==> config.mk <==
export PLATFORM = sky130hd
export DESIGN_NAME = mem_stage
export DESIGN_NICKNAME = d
export VERILOG_FILES = /design/src/rtl/mycpu_pkg.sv /design/src/rtl/ms_load_align.sv /design/src/rtl/mem_stage.sv
export SDC_FILE = /design/constraint.sdc
export NUM_CORES = 1
export LEC_CHECK = 0
export BUFFER_PORTS_ARGS = -buffer_cell sky130_fd_sc_hd__buf_2
export CAP_MARGIN = 20
export CORE_ASPECT_RATIO = 0.9
export CORE_MARGIN = 8
export CORE_UTILIZATION = 57
export DETAILED_ROUTE_END_ITERATION = 8
export HOLD_SLACK_MARGIN = 0.15
export PLACE_DENSITY = 0.84
export SYNTH_ARGS = -nofsm -noshare
export SYNTH_HDL_FRONTEND = slang
export SYNTH_SLANG_ARGS = --single-unit
export TNS_END_PERCENT = 10
==> constraint.sdc <==
create_clock -name clk -period 4.3 [get_ports clk]
set_input_delay 0.215 -clock clk [delete_from_list [all_inputs] [get_ports clk]]
set_output_delay 0.215 -clock clk [all_outputs]
set_load 0.05 [all_outputs]
==> src/rtl/mycpu_pkg.sv <==
// Shared bus layouts, FSM state type and exception codes for the memory-access stage.
package mycpu_pkg;

    localparam int unsigned ES_TO_MS_BUS_WD = 126;
    localparam int unsigned MS_TO_WS_BUS_WD = 84;

    // LSB positions of the execute-to-memory bus fields.
    localparam int unsigned EsInstAddrEx = 125;
    localparam int unsigned EsEret       = 124;
    localparam int unsigned EsBd         = 123;
    localparam int unsigned EsMtc0We     = 122;
    localparam int unsigned EsCp0Addr    = 117;
    localparam int unsigned EsEx         = 116;
    localparam int unsigned EsExcode     = 111;
    localparam int unsigned EsResFromCp0 = 110;
    localparam int unsigned EsLwl        = 109;
    localparam int unsigned EsLwr        = 108;
    localparam int unsigned EsRtValue    = 76;
    localparam int unsigned EsLdW        = 75;
    localparam int unsigned EsLdH        = 74;
    localparam int unsigned EsLdB        = 73;
    localparam int unsigned EsLdSign     = 72;
    localparam int unsigned EsAddrLo     = 70;
    localparam int unsigned EsGrWe       = 69;
    localparam int unsigned EsDest       = 64;
    localparam int unsigned EsAluResult  = 32;
    localparam int unsigned EsPc         = 0;

    // LSB positions of the memory-to-write-back bus fields.
    localparam int unsigned MsInstAddrEx  = 83;
    localparam int unsigned MsEret        = 82;
    localparam int unsigned MsBd          = 81;
    localparam int unsigned MsMtc0We      = 80;
    localparam int unsigned MsCp0Addr     = 75;
    localparam int unsigned MsEx          = 74;
    localparam int unsigned MsExcode      = 69;
    localparam int unsigned MsResFromCp0  = 68;
    localparam int unsigned MsGrWe        = 67;
    localparam int unsigned MsDest        = 62;
    localparam int unsigned MsFinalResult = 30;
    localparam int unsigned MsPc          = 0;

    localparam logic [4:0] ExcAdel = 5'h04;
    localparam logic [4:0] ExcAdes = 5'h05;
    localparam logic [4:0] ExcOv   = 5'h0c;

    typedef enum logic [1:0] {StIdle, StWait, StDone, StDrop} ms_state_e;

    typedef struct packed {
        logic        inst_addr_ex;
        logic        eret;
        logic        bd;
        logic        mtc0_we;
        logic [4:0]  cp0_addr;
        logic        ex;
        logic [4:0]  excode;
        logic        res_from_cp0;
        logic        lwl;
        logic        lwr;
        logic [31:0] rt_value;
        logic        ld_w;
        logic        ld_h;
        logic        ld_b;
        logic        ld_sign;
        logic [1:0]  addr_lo;
        logic        gr_we;
        logic [4:0]  dest;
        logic [31:0] alu_result;
        logic [31:0] pc;
    } es_to_ms_bus_t;

endpackage

==> src/rtl/ms_load_align.sv <==
// Aligns and extends a returned data word for lw/lh/lb/lwl/lwr.
module ms_load_align (
    input  logic [31:0] rdata_i,
    input  logic [31:0] rt_value_i,
    input  logic [1:0]  addr_lo_i,
    input  logic        ld_w_i,
    input  logic        ld_h_i,
    input  logic        ld_b_i,
    input  logic        ld_sign_i,
    input  logic        lwl_i,
    input  logic        lwr_i,
    output logic [31:0] result_o
);

    logic [15:0] half;
    logic [7:0]  byte_sel;

    assign half = addr_lo_i[1] ? rdata_i[31:16] : rdata_i[15:0];

    always_comb begin
        byte_sel = rdata_i[7:0];
        case (addr_lo_i)
            2'd0: byte_sel = rdata_i[7:0];
            2'd1: byte_sel = rdata_i[15:8];
            2'd2: byte_sel = rdata_i[23:16];
            2'd3: byte_sel = rdata_i[31:24];
            default: byte_sel = rdata_i[7:0];
        endcase
    end

    always_comb begin
        result_o = rdata_i;
        if (ld_w_i) begin
            result_o = rdata_i;
        end else if (lwl_i) begin
            case (addr_lo_i)
                2'd0: result_o = {rdata_i[7:0], rt_value_i[23:0]};
                2'd1: result_o = {rdata_i[15:0], rt_value_i[15:0]};
                2'd2: result_o = {rdata_i[23:0], rt_value_i[7:0]};
                default: result_o = rdata_i;
            endcase
        end else if (lwr_i) begin
            case (addr_lo_i)
                2'd1: result_o = {rt_value_i[31:24], rdata_i[31:8]};
                2'd2: result_o = {rt_value_i[31:16], rdata_i[31:16]};
                2'd3: result_o = {rt_value_i[31:8], rdata_i[31:24]};
                default: result_o = rdata_i;
            endcase
        end else if (ld_h_i) begin
            result_o = {{16{ld_sign_i & half[15]}}, half};
        end else if (ld_b_i) begin
            result_o = {{24{ld_sign_i & byte_sel[7]}}, byte_sel};
        end
    end

endmodule

==> src/rtl/mem_stage.sv <==
// Memory-access pipeline stage: waits for the data-SRAM read response on loads,
// aligns the returned word and hands a registered bus to write-back.
module mem_stage
    import mycpu_pkg::*;
(
    input  logic                       clk,
    input  logic                       resetn,
    input  logic                       ws_allowin,
    output logic                       ms_allowin,
    input  logic                       es_to_ms_valid,
    input  logic [ES_TO_MS_BUS_WD-1:0] es_to_ms_bus,
    input  logic                       data_sram_rvalid,
    input  logic [31:0]                data_sram_rdata,
    input  logic                       ex_from_ws,
    output logic                       ms_to_ws_valid,
    output logic [MS_TO_WS_BUS_WD-1:0] ms_to_ws_bus,
    output logic                       ex_from_ms,
    output logic [31:0]                ms_forward_data,
    output logic [4:0]                 ms_dest,
    output logic                       ms_res_from_mem,
    output logic                       ms_res_from_cp0,
    output logic                       ms_load_stall
);

    ms_state_e     state_q;
    logic          ms_valid_q;
    es_to_ms_bus_t bus_q;
    logic [31:0]   ld_buf_q;

    es_to_ms_bus_t es_bus;
    logic          in_need_rsp;
    logic          accept;
    logic          is_load_q;
    logic [31:0]   align_data;
    logic [31:0]   final_result;
    logic          unused_pc;

    assign es_bus      = es_to_ms_bus;
    assign in_need_rsp = (es_bus.ld_w | es_bus.ld_h | es_bus.ld_b | es_bus.lwl | es_bus.lwr)
                         & ~es_bus.ex;
    assign ms_allowin  = (state_q == StIdle) | ((state_q == StDone) & ws_allowin);
    assign accept      = es_to_ms_valid & ms_allowin & ~ex_from_ws;

    ms_load_align u_align (
        .rdata_i    (data_sram_rdata),
        .rt_value_i (bus_q.rt_value),
        .addr_lo_i  (bus_q.addr_lo),
        .ld_w_i     (bus_q.ld_w),
        .ld_h_i     (bus_q.ld_h),
        .ld_b_i     (bus_q.ld_b),
        .ld_sign_i  (bus_q.ld_sign),
        .lwl_i      (bus_q.lwl),
        .lwr_i      (bus_q.lwr),
        .result_o   (align_data)
    );

    always_ff @(posedge clk or negedge resetn) begin
        if (!resetn) begin
            state_q    <= StIdle;
            ms_valid_q <= 1'b0;
            bus_q      <= '0;
            ld_buf_q   <= '0;
        end else if (ex_from_ws) begin
            ms_valid_q <= 1'b0;
            // A response still owed to an in-flight load must be swallowed before reuse.
            if ((state_q == StWait || state_q == StDrop) && !data_sram_rvalid) begin
                state_q <= StDrop;
            end else begin
                state_q <= StIdle;
            end
        end else if (accept) begin
            bus_q      <= es_bus;
            ms_valid_q <= 1'b1;
            state_q    <= in_need_rsp ? StWait : StDone;
        end else begin
            unique case (state_q)
                StWait: begin
                    if (data_sram_rvalid) begin
                        ld_buf_q <= align_data;
                        state_q  <= StDone;
                    end
                end
                StDone: begin
                    if (ws_allowin) begin
                        ms_valid_q <= 1'b0;
                        state_q    <= StIdle;
                    end
                end
                StDrop: begin
                    if (data_sram_rvalid) begin
                        state_q <= StIdle;
                    end
                end
                default: ;
            endcase
        end
    end

    assign is_load_q    = bus_q.ld_w | bus_q.ld_h | bus_q.ld_b | bus_q.lwl | bus_q.lwr;
    assign final_result = (is_load_q & ~bus_q.ex) ? ld_buf_q : bus_q.alu_result;
    assign unused_pc    = ^bus_q.pc[1:0];

    assign ms_to_ws_valid  = ms_valid_q & (state_q == StDone);
    assign ms_to_ws_bus    = {bus_q.inst_addr_ex, bus_q.eret, bus_q.bd, bus_q.mtc0_we,
                              bus_q.cp0_addr, bus_q.ex, bus_q.excode, bus_q.res_from_cp0,
                              bus_q.gr_we & ~bus_q.ex, bus_q.dest, final_result,
                              bus_q.pc[31:2]};
    assign ex_from_ms      = ms_valid_q & bus_q.ex;
    assign ms_forward_data = final_result;
    assign ms_dest         = (ms_valid_q & bus_q.gr_we) ? bus_q.dest : 5'd0;
    assign ms_res_from_mem = ms_valid_q & (state_q == StWait);
    assign ms_res_from_cp0 = ms_valid_q & bus_q.res_from_cp0;
    assign ms_load_stall   = ms_valid_q & (state_q == StWait);

endmodule

==> impl_metrics.py <==
metrics = {
    "drt": {
        "ant_nets": 0,
        "drt_iter0_drc": 870,
        "wl_um": 31000,
        "vias": 8467,
        "wl_per_cell_um": 22.3,
        "viasPerCell": 6.09,
        "dr.pass1.iters": 5,
        "drc_errors": 0,
    },
    "setup_path": {
        "critical_path_required_ns": 4.09,
        "regToRegSetupSlack_ns": 1.70,
        "r2r-start": "state_q[1]",
        "rr_endpoint": "ld_buf_q[10]",
        "max_stage_delay_ns": 1.01,
        "critPathKind": "reg2out",
        "cpMaxStageDelayCell": "dfrtp_1",
        "cpLargestDelayFamily": "buffers and inverters",
        "critPathMaxFanout": 32,
        "start_kind": "flip-flop",
        "cp-end-kind": "output pin",
        "r2r_cells": 4,
        "cp_cell_sequence": "inv_1 -> a41oi_4 -> buf_4 -> mux2_2 -> buf_2",
        "worst-path-buf-inv": 3,
        "arrival_ns": 3.23,
    },
    "power": {
        "leakage_nw": 5.55,
        "p_per_area_mw_per_mm2": 621,
        "totalPowerFinal_w": 0.00769,
        "ir_worst_vdd_v": 0.000347,
    },
    "layout": {
        "fin_nets": 1324,
        "areaGrowthSynthToFinish_pct": 29.8,
        "design_area_mm2": 0.0124,
        "drive_gt1_frac": 0.452,
    },
    "floorplanning": {
        "rows": 45,
        "die_w_um": 152,
        "die_height_um": 139,
        "core_area_mm2": 0.0166,
        "die_area_mm2": 0.0211,
        "ios": 291,
        "initial_core_util": 0.574,
    },
    "worst_hold_path": {
        "hold_start": "ws_allowin",
        "hold_end": "ms_valid_q",
        "hp-class": "in2reg",
        "min_path_cells": 3,
    },
    "clocking": {
        "h-tree-depth": 4,
        "clock_latency_ns": 0.43,
        "clock_sinks": 159,
        "cts_buffers": 17,
        "clock-root-buffer": "clkbuf_16",
        "cts_resized": 0,
        "clkSlewWorstSetupHoldPaths_ns": 0.07,
        "tritoncts": "built",
        "clockBufferDepth": 2,
    },
    "grt": {
        "grt_pass1_wl_um": 49100,
        "antenna_found_initial": 4,
        "grt_pass1_vias": 8804,
        "grt_overflow": 0,
        "grt_max_degree": 124,
        "grt_usage": 0.291,
    },
    "yosys": {
        "synth-async-reset-ratio": 1.00,
        "yosysSeqAreaShare": 0.417,
        "synth_top_family_by_area": "multiplexers",
        "ys_types": 56,
        "yosys.area_share.simple": 0.0844,
        "synth_cells": 854,
        "syn_avg_cell_area_um2": 11.2,
        "syn-cell-area_mm2": 0.00953,
        "yosys_most_used_dff": "dfrtp_1",
        "ys_warn_count": 0,
        "synth-xor-area-share": 0,
        "synth-compound-area-share": 0.131,
        "synth_mux_area_frac": 0.267,
        "syn-num-nets": 1018,
        "ys_seq_elements": 159,
        "synthAdderAreaFrac": 0,
        "synth_edf_count": 0,
    },
    "timing": {
        "maxSlewHeadroom": 0.321,
        "setup_viol": 0,
        "finalSetupTns_ns": 0,
        "fin_hold_ws_ns": 0.158,
        "drv_slew": 0,
        "grt_setup_unrepaired": "false",
        "final.period_utilization": 0.802,
        "worst_pin_slew_ns": 1.02,
        "skew_ns": 0.00877,
        "hold_violations": 0,
        "min_period_ns": 3.45,
        "fmax_mhz": 290,
    },
    "placed_design": {
        "hpwl_um": 19600,
        "gp_congestion": 0.923,
        "io_buffers": 288,
        "postPlaceCellArea_mm2": 0.0104,
    },
    "outcome": {
        "outcome": "finished, final reports clean",
    },
    "run": {
        "maxCapViolations": 0,
    },
}
power breakdown:
part	switching [W]	internal [W]	total, W
sequential	0.000421	0.00193	0.00235
clock	0.000677	0.000873	0.00155
combinational	0.00259	0.00121	0.00379
how the worst max path moves through the flow:
| stage | slack (ns) | end | from | cells after the start |
|---|---|---|---|---|
| after floorplan | 1.95 | ms_res_from_mem | ms_valid_q | 3 |
| after global placement | 1.47 | ms_forward_data[9] | bus_q[108] | 5 |
| after detailed placement | 1.44 | ms_to_ws_bus[38] | bus_q[108] | 5 |
| after CTS | 0.95 | ms_to_ws_bus[38] | bus_q[108] | 5 |
| after global routing | 0.78 | ms_forward_data[1] | bus_q[108] | 5 |
| final | 0.85 | ms_to_ws_bus[38] | bus_q[108] | 5 |
stage by stage:
step	worst slack (ns)	instances	util
global placement	1.47	1220	0.628
floorplan	1.95	854	-
detailed placement	1.44	1220	0.628
global route	0.784	1388	0.745
finish	0.851	1390	0.745
CTS	0.951	1384	0.744
kinds of logic (layout without fill, tap and decap cells):
logic type      Yosys count  in the layout
compound gates          183            183
flops                   159            159
mux                     221            221
simple gates            139            139
other cells               0              6
buf+inv                 152            471
per-layer routing:
layer | vias to the layer above | part of all wire | global-route usage
met2 | 546 | 0.46 | 0.466
li1 | 3708 | - | -
met5 | - | 0 | 0
met3 | 113 | 0.093 | 0.0807
met1 | 4100 | 0.40 | 0.358
met4 | 0 | 0.046 | 0.145
worst min-delay path: cells and delay by family:
family	cells	cell delay [ns]
compound gates	2	0.24
buf+inv	1	0.11
cells in the final DEF, fill, tap and decap left out, drive strengths merged, types with 3 or more instances in the layout:
cell / count
diode: 6
or3b: 8
o2bb2ai: 7
o41ai: 3
clkbuf: 17
nor4: 7
o32ai: 3
mux4: 8
o311ai: 5
a211oi: 10
mux2i: 36
clkinv: 5
a31oi: 8
mux2: 177
nor4b: 8
dfrtp: 159
a221oi: 5
inv: 14
o21a: 7
nor2b: 8
and2: 12
nand2b: 3
a2111o: 7
or3: 24
nand2: 19
dlygate4sd3: 132
buf: 299
o21ai: 51
a221o: 9
o31ai: 8
nand3: 3
a22o: 3
a21o: 7
and3: 7
a21oi: 37
o22ai: 7
nor2: 32
sequential cells by signal, summed over array words and instances (netlist names):
signal / cells
bus_q: 73
ld_buf_q: 32
ms_to_ws_bus: 51
ms_valid_q: 1
state_q: 2
cell type report:
type                            instances  area (um^2)
Multi-Input combinational cell        543         4620
Fill cell                            1112         4240
Sequential cell                       159         3980
Timing Repair Buffer                  431         2860
Clock buffer                           17          425
Tap cell                              211          264
Clock inverter                         15          173
Inverter                                8         30.0
Antenna cell                            6         15.0
synthesized netlist by cell type, drive strengths merged, types with 7 or more instances:
cell,number,area share
or3b,8,0.0074
or3,24,0.016
o2bb2ai,7,0.0064
o21a,7,0.0055
a2111o,7,0.0083
a21oi,37,0.019
o31ai,8,0.0063
buf,117,0.087
a21o,7,0.0055
nor2,32,0.013
mux2,177,0.21
mux4,8,0.020
and2,12,0.0079
clkbuf,27,0.011
nor4,7,0.0046
nor2b,8,0.0053
a31oi,8,0.0053
a211oi,10,0.0079
nor4b,8,0.0074
nand2,19,0.0075
inv,7,0.0028
mux2i,36,0.038
o22ai,7,0.0046
and3,7,0.0051
a221o,9,0.0095
dfrtp,159,0.42
o21ai,51,0.027
what timing repair did:
item | in CTS | in global routing
setup endpoints to repair | 0 | 0
hold endpoints to repair | 191 | 0
setup buffers | 0 | 0
hold buffers | 132 | 0
No activity file was read; power rests on OpenSTA's default activity.
